### src/rtl/ocp_arb2_pkg.sv
// ocp_arb2_pkg: shared OCP widths and command/response encodings for the two-master arbiter
package ocp_arb2_pkg;
    localparam int ADDR_WIDTH = 32;
    localparam int DATA_WIDTH = 32;
    localparam int BEN_WIDTH  = 4;
    localparam int CNT_WIDTH  = 16;
    localparam logic [2:0] OCP_CMD_IDLE  = 3'd0;
    localparam logic [2:0] OCP_CMD_WRITE = 3'd1;
    localparam logic [2:0] OCP_CMD_READ  = 3'd2;
    localparam logic [1:0] OCP_RESP_NULL = 2'd0;
    localparam logic [1:0] OCP_RESP_DVA  = 2'd1;
    localparam logic [1:0] OCP_RESP_ERR  = 2'd3;
endpackage

### src/rtl/ocp_arb2_rr_arb2.sv
// rr_arb2: two-way round-robin grant decision, purely combinational
module rr_arb2 (
    input  logic [1:0] i_req,
    input  logic       i_last_gnt,
    output logic       o_gnt,
    output logic       o_valid
);
    // on a tie the master that did not win last time goes next
    always_comb begin
        o_valid = |i_req;
        o_gnt   = (&i_req) ? ~i_last_gnt : i_req[1];
    end
endmodule

### src/rtl/ocp_arb2.sv
// ocp_arb2: shares one OCP slave between two masters, one outstanding transaction, with response timeout
module ocp_arb2
    import ocp_arb2_pkg::*;
#(
    parameter int RESP_TIMEOUT = 1023
) (
    input  logic                  clk,
    input  logic                  rst,
    input  logic [ADDR_WIDTH-1:0] i_M0Addr,
    input  logic [2:0]            i_M0Cmd,
    input  logic [DATA_WIDTH-1:0] i_M0Data,
    input  logic [BEN_WIDTH-1:0]  i_M0ByteEn,
    input  logic [ADDR_WIDTH-1:0] i_M1Addr,
    input  logic [2:0]            i_M1Cmd,
    input  logic [DATA_WIDTH-1:0] i_M1Data,
    input  logic [BEN_WIDTH-1:0]  i_M1ByteEn,
    output logic                  o_S0CmdAccept,
    output logic [DATA_WIDTH-1:0] o_S0Data,
    output logic [1:0]            o_S0Resp,
    output logic                  o_S1CmdAccept,
    output logic [DATA_WIDTH-1:0] o_S1Data,
    output logic [1:0]            o_S1Resp,
    output logic [ADDR_WIDTH-1:0] o_MAddr,
    output logic [2:0]            o_MCmd,
    output logic [DATA_WIDTH-1:0] o_MData,
    output logic [BEN_WIDTH-1:0]  o_MByteEn,
    input  logic                  i_SCmdAccept,
    input  logic [DATA_WIDTH-1:0] i_SData,
    input  logic [1:0]            i_SResp
);
    typedef enum logic [1:0] {ST_IDLE = 2'd0, ST_ISSUE = 2'd1, ST_WAIT = 2'd2} state_t;

    localparam logic [CNT_WIDTH-1:0] TMO    = CNT_WIDTH'(RESP_TIMEOUT);
    localparam bit                   TMO_EN = RESP_TIMEOUT != 0;

    state_t                r_state;
    logic                  r_gnt;
    logic                  r_last_gnt;
    logic [CNT_WIDTH-1:0]  r_cnt;
    logic [1:0]            w_req;
    logic                  w_win;
    logic                  w_valid;
    logic                  w_issue;
    logic                  w_resp;
    logic                  w_tmo;
    logic                  w_done;
    logic                  w_acc;
    logic [DATA_WIDTH-1:0] w_data;
    logic [1:0]            w_rsp;

    assign w_req = {i_M1Cmd != OCP_CMD_IDLE, i_M0Cmd != OCP_CMD_IDLE};

    rr_arb2 u_rr (
        .i_req      (w_req),
        .i_last_gnt (r_last_gnt),
        .o_gnt      (w_win),
        .o_valid    (w_valid)
    );

    // completion detection and routing of command/response to the current owner
    always_comb begin
        w_issue       = r_state == ST_ISSUE;
        w_resp        = (i_SResp != OCP_RESP_NULL) && (r_state == ST_WAIT || (w_issue && i_SCmdAccept));
        w_tmo         = TMO_EN && r_state != ST_IDLE && r_cnt == TMO && !w_resp;
        w_done        = w_resp || w_tmo;
        w_acc         = w_issue && (i_SCmdAccept || w_tmo);
        w_data        = w_resp ? i_SData : '0;
        w_rsp         = w_resp ? i_SResp : (w_tmo ? OCP_RESP_ERR : OCP_RESP_NULL);
        o_S0CmdAccept = w_acc && !r_gnt;
        o_S1CmdAccept = w_acc && r_gnt;
        o_S0Data      = r_gnt ? '0 : w_data;
        o_S1Data      = r_gnt ? w_data : '0;
        o_S0Resp      = r_gnt ? OCP_RESP_NULL : w_rsp;
        o_S1Resp      = r_gnt ? w_rsp : OCP_RESP_NULL;
        o_MCmd        = w_issue ? (r_gnt ? i_M1Cmd : i_M0Cmd) : OCP_CMD_IDLE;
        o_MAddr       = w_issue ? (r_gnt ? i_M1Addr : i_M0Addr) : '0;
        o_MData       = w_issue ? (r_gnt ? i_M1Data : i_M0Data) : '0;
        o_MByteEn     = w_issue ? (r_gnt ? i_M1ByteEn : i_M0ByteEn) : '0;
    end

    // grant, round-robin history, transaction phase and timeout counter
    always_ff @(posedge clk) begin
        if (rst) begin
            r_state    <= ST_IDLE;
            r_gnt      <= 1'b0;
            r_last_gnt <= 1'b1;
            r_cnt      <= '0;
        end else begin
            case (r_state)
                ST_IDLE: begin
                    if (w_valid) begin
                        r_state    <= ST_ISSUE;
                        r_gnt      <= w_win;
                        r_last_gnt <= w_win;
                        r_cnt      <= '0;
                    end
                end
                ST_ISSUE: begin
                    r_cnt   <= r_cnt + 1'b1;
                    r_state <= w_done ? ST_IDLE : (i_SCmdAccept ? ST_WAIT : ST_ISSUE);
                end
                ST_WAIT: begin
                    r_cnt   <= r_cnt + 1'b1;
                    r_state <= w_done ? ST_IDLE : ST_WAIT;
                end
                default: r_state <= ST_IDLE;
            endcase
        end
    end
endmodule

### config.mk
export PLATFORM = sky130hd
export DESIGN_NAME = ocp_arb2
export DESIGN_NICKNAME = d
export VERILOG_FILES = /design/src/rtl/ocp_arb2_pkg.sv /design/src/rtl/ocp_arb2_rr_arb2.sv /design/src/rtl/ocp_arb2.sv
export SDC_FILE = /design/constraint.sdc
export NUM_CORES = 1
export LEC_CHECK = 0
export CELL_PAD_IN_SITES_DETAIL_PLACEMENT = 2
export CELL_PAD_IN_SITES_GLOBAL_PLACEMENT = 2
export CORE_UTILIZATION = 14
export CTS_BUF_LIST = sky130_fd_sc_hd__clkbuf_2 sky130_fd_sc_hd__clkbuf_4 sky130_fd_sc_hd__clkbuf_8
export DETAILED_ROUTE_END_ITERATION = 8
export GPL_ROUTABILITY_DRIVEN = 0
export GPL_TIMING_DRIVEN = 0
export PLACE_DENSITY = 0.95
export SLEW_MARGIN = 0
export SYNTH_ARGS = -nofsm -noshare
export SYNTH_HDL_FRONTEND = slang
export SYNTH_SLANG_ARGS = --single-unit
### constraint.sdc
create_clock -name clk -period 6.1 [get_ports clk]
set_input_delay 1.22 -clock clk [delete_from_list [all_inputs] [get_ports clk]]
set_output_delay 1.22 -clock clk [all_outputs]
set_load 0.1 [all_outputs]
==> impl_metrics.env <==
export IMPL_post_cts_resize_count=0
export IMPL_critPathLaunchType="input pin"
export IMPL_cts_root_buffer="clkbuf_8"
export IMPL_port_buffers=319
export IMPL_htreeDepth=1
export IMPL_antennaDiodeCount=0
export IMPL_cp_end_kind="primary output"
export IMPL_hold_class="reg2reg"
export IMPL_rr_startpoint="r_state[0]"
export IMPL_slowest_stage="clkdlybuf4s50_1"
export IMPL_cts_buffer_depth=2
export IMPL_synth_avg_cell_area_um2=7.540
export IMPL_fin_worst_skew_ns=0.002239
export IMPL_pin_count=320
export IMPL_wl_per_cell_um=20.19
export IMPL_yosys_area_top_type="mux2i_1"
export IMPL_holdBufCountCts=0
export IMPL_synth_area_mm2=0.002888
export IMPL_status="complete, no violations"
export IMPL_rsz0062_at_grt="false"
export IMPL_holdPathEnd="r_cnt[15]"
export IMPL_ys_async_sr_fraction=0
export IMPL_area_growth_syn_to_layout_pct=123.7
export IMPL_core_mm2=0.02023
export IMPL_rrSetupSlack_ns=3.71
export IMPL_antenna_found_initial=3
export IMPL_leakage_nw=2.200
export IMPL_initial_core_util=0.1427
export IMPL_grt_max_degree=11
export IMPL_row_count=52
export IMPL_track_usage=0.1791
export IMPL_fillers=2292
export IMPL_cts_buffers=3
export IMPL_yosys_cell_types_count=46
export IMPL_critPathMaxStageDelay_ns=1.18
export IMPL_worstPathRequired_ns=4.88
export IMPL_drcViolationCount=0
export IMPL_reg2regPathDepth=8
export IMPL_synth_edf_count=0
export IMPL_arrival_ns=4.41
export IMPL_fin_crit_sh=0.9231
export IMPL_reg2reg_to="r_cnt[11]"
export IMPL_clock_sinks=20
export IMPL_ys_warn_count=0
export IMPL_path_delay_family="buffers and inverters"
export IMPL_ys_seq_area_frac=0.1386
export IMPL_placed_cells=972
export IMPL_first_global_vias=4563
export IMPL_dieArea_mm2=0.02121
export IMPL_cts_tree="yes"
export IMPL_cp_num_cells=7
export IMPL_grt_overflow_total=0
export IMPL_path_clk_slew_ns=0.08
export IMPL_finalMaxSlewViolations=0
export IMPL_die_h_um=145.6
export IMPL_timing_fmax_ghz=0.1776
export IMPL_hold_violations=0
export IMPL_num_nets_final=891
export IMPL_clk_insertion_delay_late_ns=0.26
export IMPL_ant_nets=0
export IMPL_grt_pass1_wl_um=29130
export IMPL_netlist_instances=383
export IMPL_crit_chain="clkdlybuf4s50_1 > a21o_1 > o21ai_0 > nor2_1 > clkbuf_1 > and2_1 > clkdlybuf4s50_1"
export IMPL_cpMostUsedCell="clkdlybuf4s50_1"
export IMPL_crit_type="in2out"
export IMPL_stdcell_count=975
export IMPL_drtPass1Iterations=4
export IMPL_ys_flop_type="dfxtp_1"
export IMPL_drtIter0Drc=72
export IMPL_setup_viol=0
export IMPL_timing_final_crit_period_ns=5.631
export IMPL_vias=4135
export IMPL_synth_top_cell_area_share=0.2461
export IMPL_peakVddDrop_v=0.00007576
export IMPL_yosys_top_cells_area="mux2i_1 25%, nor2b_1 16%, and2_1 14%"
export IMPL_syn_nets=567
export IMPL_postCtsSetupBuffers=0
export IMPL_synth_ff_latch_count=20
export IMPL_post_dp_hpwl_um=17050
export IMPL_slew_headroom=0.2598
export IMPL_min_path_cells=2
export IMPL_routed_via_density=4.241
export IMPL_worstMarginPinSlew_ns=1.107
export IMPL_maxCapViolCount=0
export IMPL_hp_start="r_cnt[15]"
export IMPL_die_w_um=145.6
export IMPL_crit_fanout=10
export IMPL_power_density_mw_per_mm2=235.8
export IMPL_setup_tns_ns=0
export IMPL_crit_buf_inv=3
export IMPL_drive_gt1_frac=0.02128
export IMPL_routed_wl_um=19680
synthesized netlist by cell type (5+ instances only):
master,number
a21oi_1,21
and2_1,64
clkbuf_1,19
dfxtp_1,20
ha_1,5
inv_1,7
mux2i_1,71
nand2_1,14
nand3_1,5
nand4_1,5
nor2_1,10
nor2b_1,73
o21ai_0,6
o31ai_1,5
or3_1,5
or4_1,6
worst register-to-register path: stages, from the launching register on:
cell	delay (ns)
dfxtp_1	0.35
inv_1	0.09
ha_1	0.17
buf_6	0.14
nor4b_1	0.77
a21o_1	0.34
buf_4	0.22
o31ai_1	0.09
a21oi_1	0.14
state kept, by name (all words and copies together) (netlist names):
name / cells
r_state: 2
r_gnt: 1
r_cnt: 16
r_last_gnt: 1
report_power, final:
group	internal, W	switching (W)	total (W)
Combinational	0.000370	0.000922	0.00129
Clock	0.0000440	0.0000451	0.0000891
Sequential	0.000137	0.00000543	0.000142
Total	0.000551	0.000972	0.00152
cell type report:
cell class                 instances  area (um^2)  share of cell area
clock buffer                       3        41.29            0.006392
timing repair buffer             319         3193              0.4943
multi-input combinational        326         2317              0.3587
buffer                            30        143.9             0.02227
inverter                           7        26.28            0.004067
tap                              270        337.8             0.05230
sequential                        20        400.4             0.06198
cell families after synthesis:
kind of cell,after synthesis,synth area share
simple gates,200,0.4237
fa+ha+maj,5,0.02166
flops,20,0.1386
compound gates,49,0.1079
mux,71,0.2461
xor+xnor,1,0.003033
buf+inv,37,0.05893
layout by cell type, fill, tap and decap left out, types with 7 or more instances in the layout:
cell type        count
mux2i_1             71
nand2_1             14
and2_1              64
inv_1                7
nor2b_1             73
clkdlybuf4s50_1    319
nor2_1              10
a21oi_1             21
clkbuf_1            19
dfxtp_1             20
how the worst max path moves through the flow:
stage / slack, ns / to / from
5_1_grt: 0.23 / o_S0Data[28] / i_SCmdAccept
3_5_place_dp: 0.35 / o_S1Data[15] / i_SCmdAccept
2_1_floorplan: 1.20 / o_S0CmdAccept / i_SCmdAccept
3_3_place_gp: 0.36 / o_S1Data[15] / i_SCmdAccept
6_report: 0.47 / o_S1Data[18] / i_SCmdAccept
4_1_cts: 0.34 / o_S1Data[15] / i_SCmdAccept
metal layers:
layer / wire [um] / global-route usage / vias up
met2: 10080 / 0.3397 / 175
met4: 395 / 0.03474 / 6
li1: - / - / 1969
met5: 40 / 0 / -
met3: 1066 / 0.03699 / 23
met1: 8096 / 0.2055 / 1962
stage by stage:
stage               hold slack, ns  cell area [um^2]  total power [W]  setup WS (ns)  utilization
finish                      0.4935              6460         0.001523         0.4693       0.3193
global placement            0.4664              6419         0.001429         0.3608       0.3172
floorplan                   0.4524              2888         0.001049          1.203            -
global route                0.5261              6460         0.001578         0.2270       0.3193
detailed placement          0.4827              6419         0.001444         0.3500       0.3172
CTS                         0.4951              6460         0.001537         0.3447       0.3193
Power figures use the tool's default switching activity.
==> edit: new RTL, config.mk and constraints unchanged <==
Change the package constant `BEN_WIDTH` from 4 to 6.
--- a/src/rtl/ocp_arb2_pkg.sv
+++ b/src/rtl/ocp_arb2_pkg.sv
@@ -2,7 +2,7 @@
 package ocp_arb2_pkg;
     localparam int ADDR_WIDTH = 32;
     localparam int DATA_WIDTH = 32;
-    localparam int BEN_WIDTH  = 4;
+    localparam int BEN_WIDTH  = 6;
     localparam int CNT_WIDTH  = 16;
     localparam logic [2:0] OCP_CMD_IDLE  = 3'd0;
     localparam logic [2:0] OCP_CMD_WRITE = 3'd1;
Ports: changed (resized i_M0ByteEn, i_M1ByteEn and o_MByteEn); port bits go from 320 to 326. No check against the original RTL was run, so the function may have changed too.
==> edit against the original RTL <==
  * Global-route usage down 0.32 points
  * Design area up 1.0%
  * Synthesized area down 0.61%
  * Sequential cell count unchanged
  * Worst setup slack better by 0.055 ns
  * Wire length down 3.8%
  * Total power up 4.7%
  * Critical path type unchanged
  * Critical endpoint is now o_S1Data[14]
  * Largest power group unchanged
==> edit: results (changes against the original RTL) <==
[placed_design]
dp_hpwl_mm=16.3  ; -4.7%
io_buffers=324  ; +1.6%

[pwr]
ir_worst_vdd_uv=78.5  ; +3.6%
p_leak_uw=0.00223  ; +1.1%

[worst_setup_path]
reg2reg_slack_ns=3.95  ; +0.24 ns
r2r_start=r_gnt
r2r_cells=5  ; -3
reg2reg_to=r_gnt
critical_path.max_fanout=10  ; unchanged

[detailed_routing]
first_pass_iters=4  ; unchanged
wl_mm=18.9  ; -3.8%
vias_per_cell=4.32  ; +1.8%
drt_iter0_drc=55  ; -24%

[synthesis]
ys_warn_count=0  ; unchanged
ys_seq_area_frac=0.139  ; +0.000846
synthTopCellsByCount=mux2i_1 (73), nor2b_1 (73), and2_1 (66)
yosysUniqueCellTypes=41  ; -11%
ys.flop_type=dfxtp_1
syn_nets=568  ; +0.18%
async_flop_share=0  ; unchanged
synth.area.top_cells=mux2i_1 (25%), nor2b_1 (16%), and2_1 (14%)

[min_path]
hold_end=r_cnt[15]
whs_path_depth=2  ; unchanged
min_from=r_cnt[15]
min_path_type=flip-flop to flip-flop

[global_route]
grt_pass1_wl_mm=28.9  ; -0.76%
antenna_found_initial=2  ; -1
grt_max_degree=13  ; +2
gr-usage-all-layers=0.176  ; -0.00316
grt_pass1_vias=4838  ; +6.0%

[clocking]
path_clk_slew_ns=0.08  ; about the same
clock_latency_ns=0.26  ; about the same
cts-htree-levels=1  ; unchanged
cts_buffers=3  ; unchanged
clockBufferDepth=2  ; unchanged
postCtsResizedCells=0  ; unchanged
cts_setup_buffers=0  ; unchanged
cts_root_buffer=clkbuf_8

[cells_and_area]
nFillCells=2296  ; +0.17%
layout-drive-gt1-share=0.0254  ; +0.00415
reg_top3=r_cnt x16, r_state x2
nets=897  ; +0.67%

[status]
status=finished, final reports clean

[timing]
finClkSkew_ns=0.00506  ; +0.00282 ns
slew_headroom=0.282  ; +0.0222

==> edit: cell types whose count changed after synthesis, sizes merged, moves of 3 or more <==
cell and change:
o21ai -3, nand2b -3, o31ai +4, or4 +5
==> edit: cell families (layout without fill, tap and decap cells) <==
group | count (synthesis) | after routing | synth area share
muxes | 73 | 73 | 0.255
other | 0 | 2 | 0
buffers and inverters | 35 | 363 | 0.0549
xor gates and xnor gates | 1 | 1 | 0.00305
and+or+nand+nor | 199 | 199 | 0.419
DFF | 20 | 20 | 0.139
AOI/OAI and AO/OA | 47 | 47 | 0.107
adders and majority gates | 5 | 5 | 0.0218
==> edit: layout make-up <==
| cell class | count | area, um^2 | share of cell area |
|---|---|---|---|
| buffer | 29 | 135 | 0.0207 |
| inverter | 6 | 22.5 | 0.00345 |
| tap | 270 | 338 | 0.0518 |
| sequential | 20 | 400 | 0.0613 |
| timing repair buffer | 324 | 3240 | 0.497 |
| clock buffer | 3 | 41.3 | 0.00633 |
| antenna | 2 | 5.00 | 0.000767 |
| multi-input combinational | 325 | 2310 | 0.354 |
| clock inverter | 1 | 30.0 | 0.00460 |
==> edit: power breakdown <==
part | switching, uW | internal [uW] | total, uW
sequential | 5.78 | 137 | 143
combinational | 936 | 380 | 1320
clock | 48.2 | 87.6 | 136
==> edit: through the flow <==
step	instance area [um^2]	setup slack (ns)	std cells	hold slack, ns	utilization
5_1_grt	6530	0.270	980	0.546	0.324
2_1_floorplan	2870	1.54	380	0.445	-
3_3_place_gp	6450	0.584	974	0.469	0.320
4_1_cts	6520	0.458	978	0.500	0.323
6_report	6530	0.524	980	0.491	0.324
3_5_place_dp	6450	0.451	974	0.487	0.320
==> edit: worst max-delay path by stage <==
stage                 start             to  slack, ns
2_1_floorplan    i_SResp[1]  o_S0CmdAccept       1.54
3_3_place_gp   i_SCmdAccept   o_S1Data[17]       0.58
3_5_place_dp   i_SCmdAccept   o_S1Data[19]       0.45
4_1_cts        i_SCmdAccept   o_S1Data[19]       0.46
5_1_grt        i_SCmdAccept   o_S1Data[19]       0.27
6_report       i_SCmdAccept   o_S1Data[14]       0.52
==> edit: critical path: stages <==
cell	delay, ns
clkdlybuf4s50_1	0.53
a21o_1	0.20
o21ai_0	0.26
nor2_1	0.41
clkbuf_1	0.37
and2_1	0.20
clkdlybuf4s50_1	1.15
==> edit: per-layer routing <==
metal | part of all wire | global-route usage | up-vias
li1 | - | - | 1985
met1 | 0.39 | 0.187 | 2037
met2 | 0.52 | 0.340 | 189
met3 | 0.068 | 0.0412 | 20
met4 | 0.023 | 0.0526 | 0
met5 | 0 | 0 | -
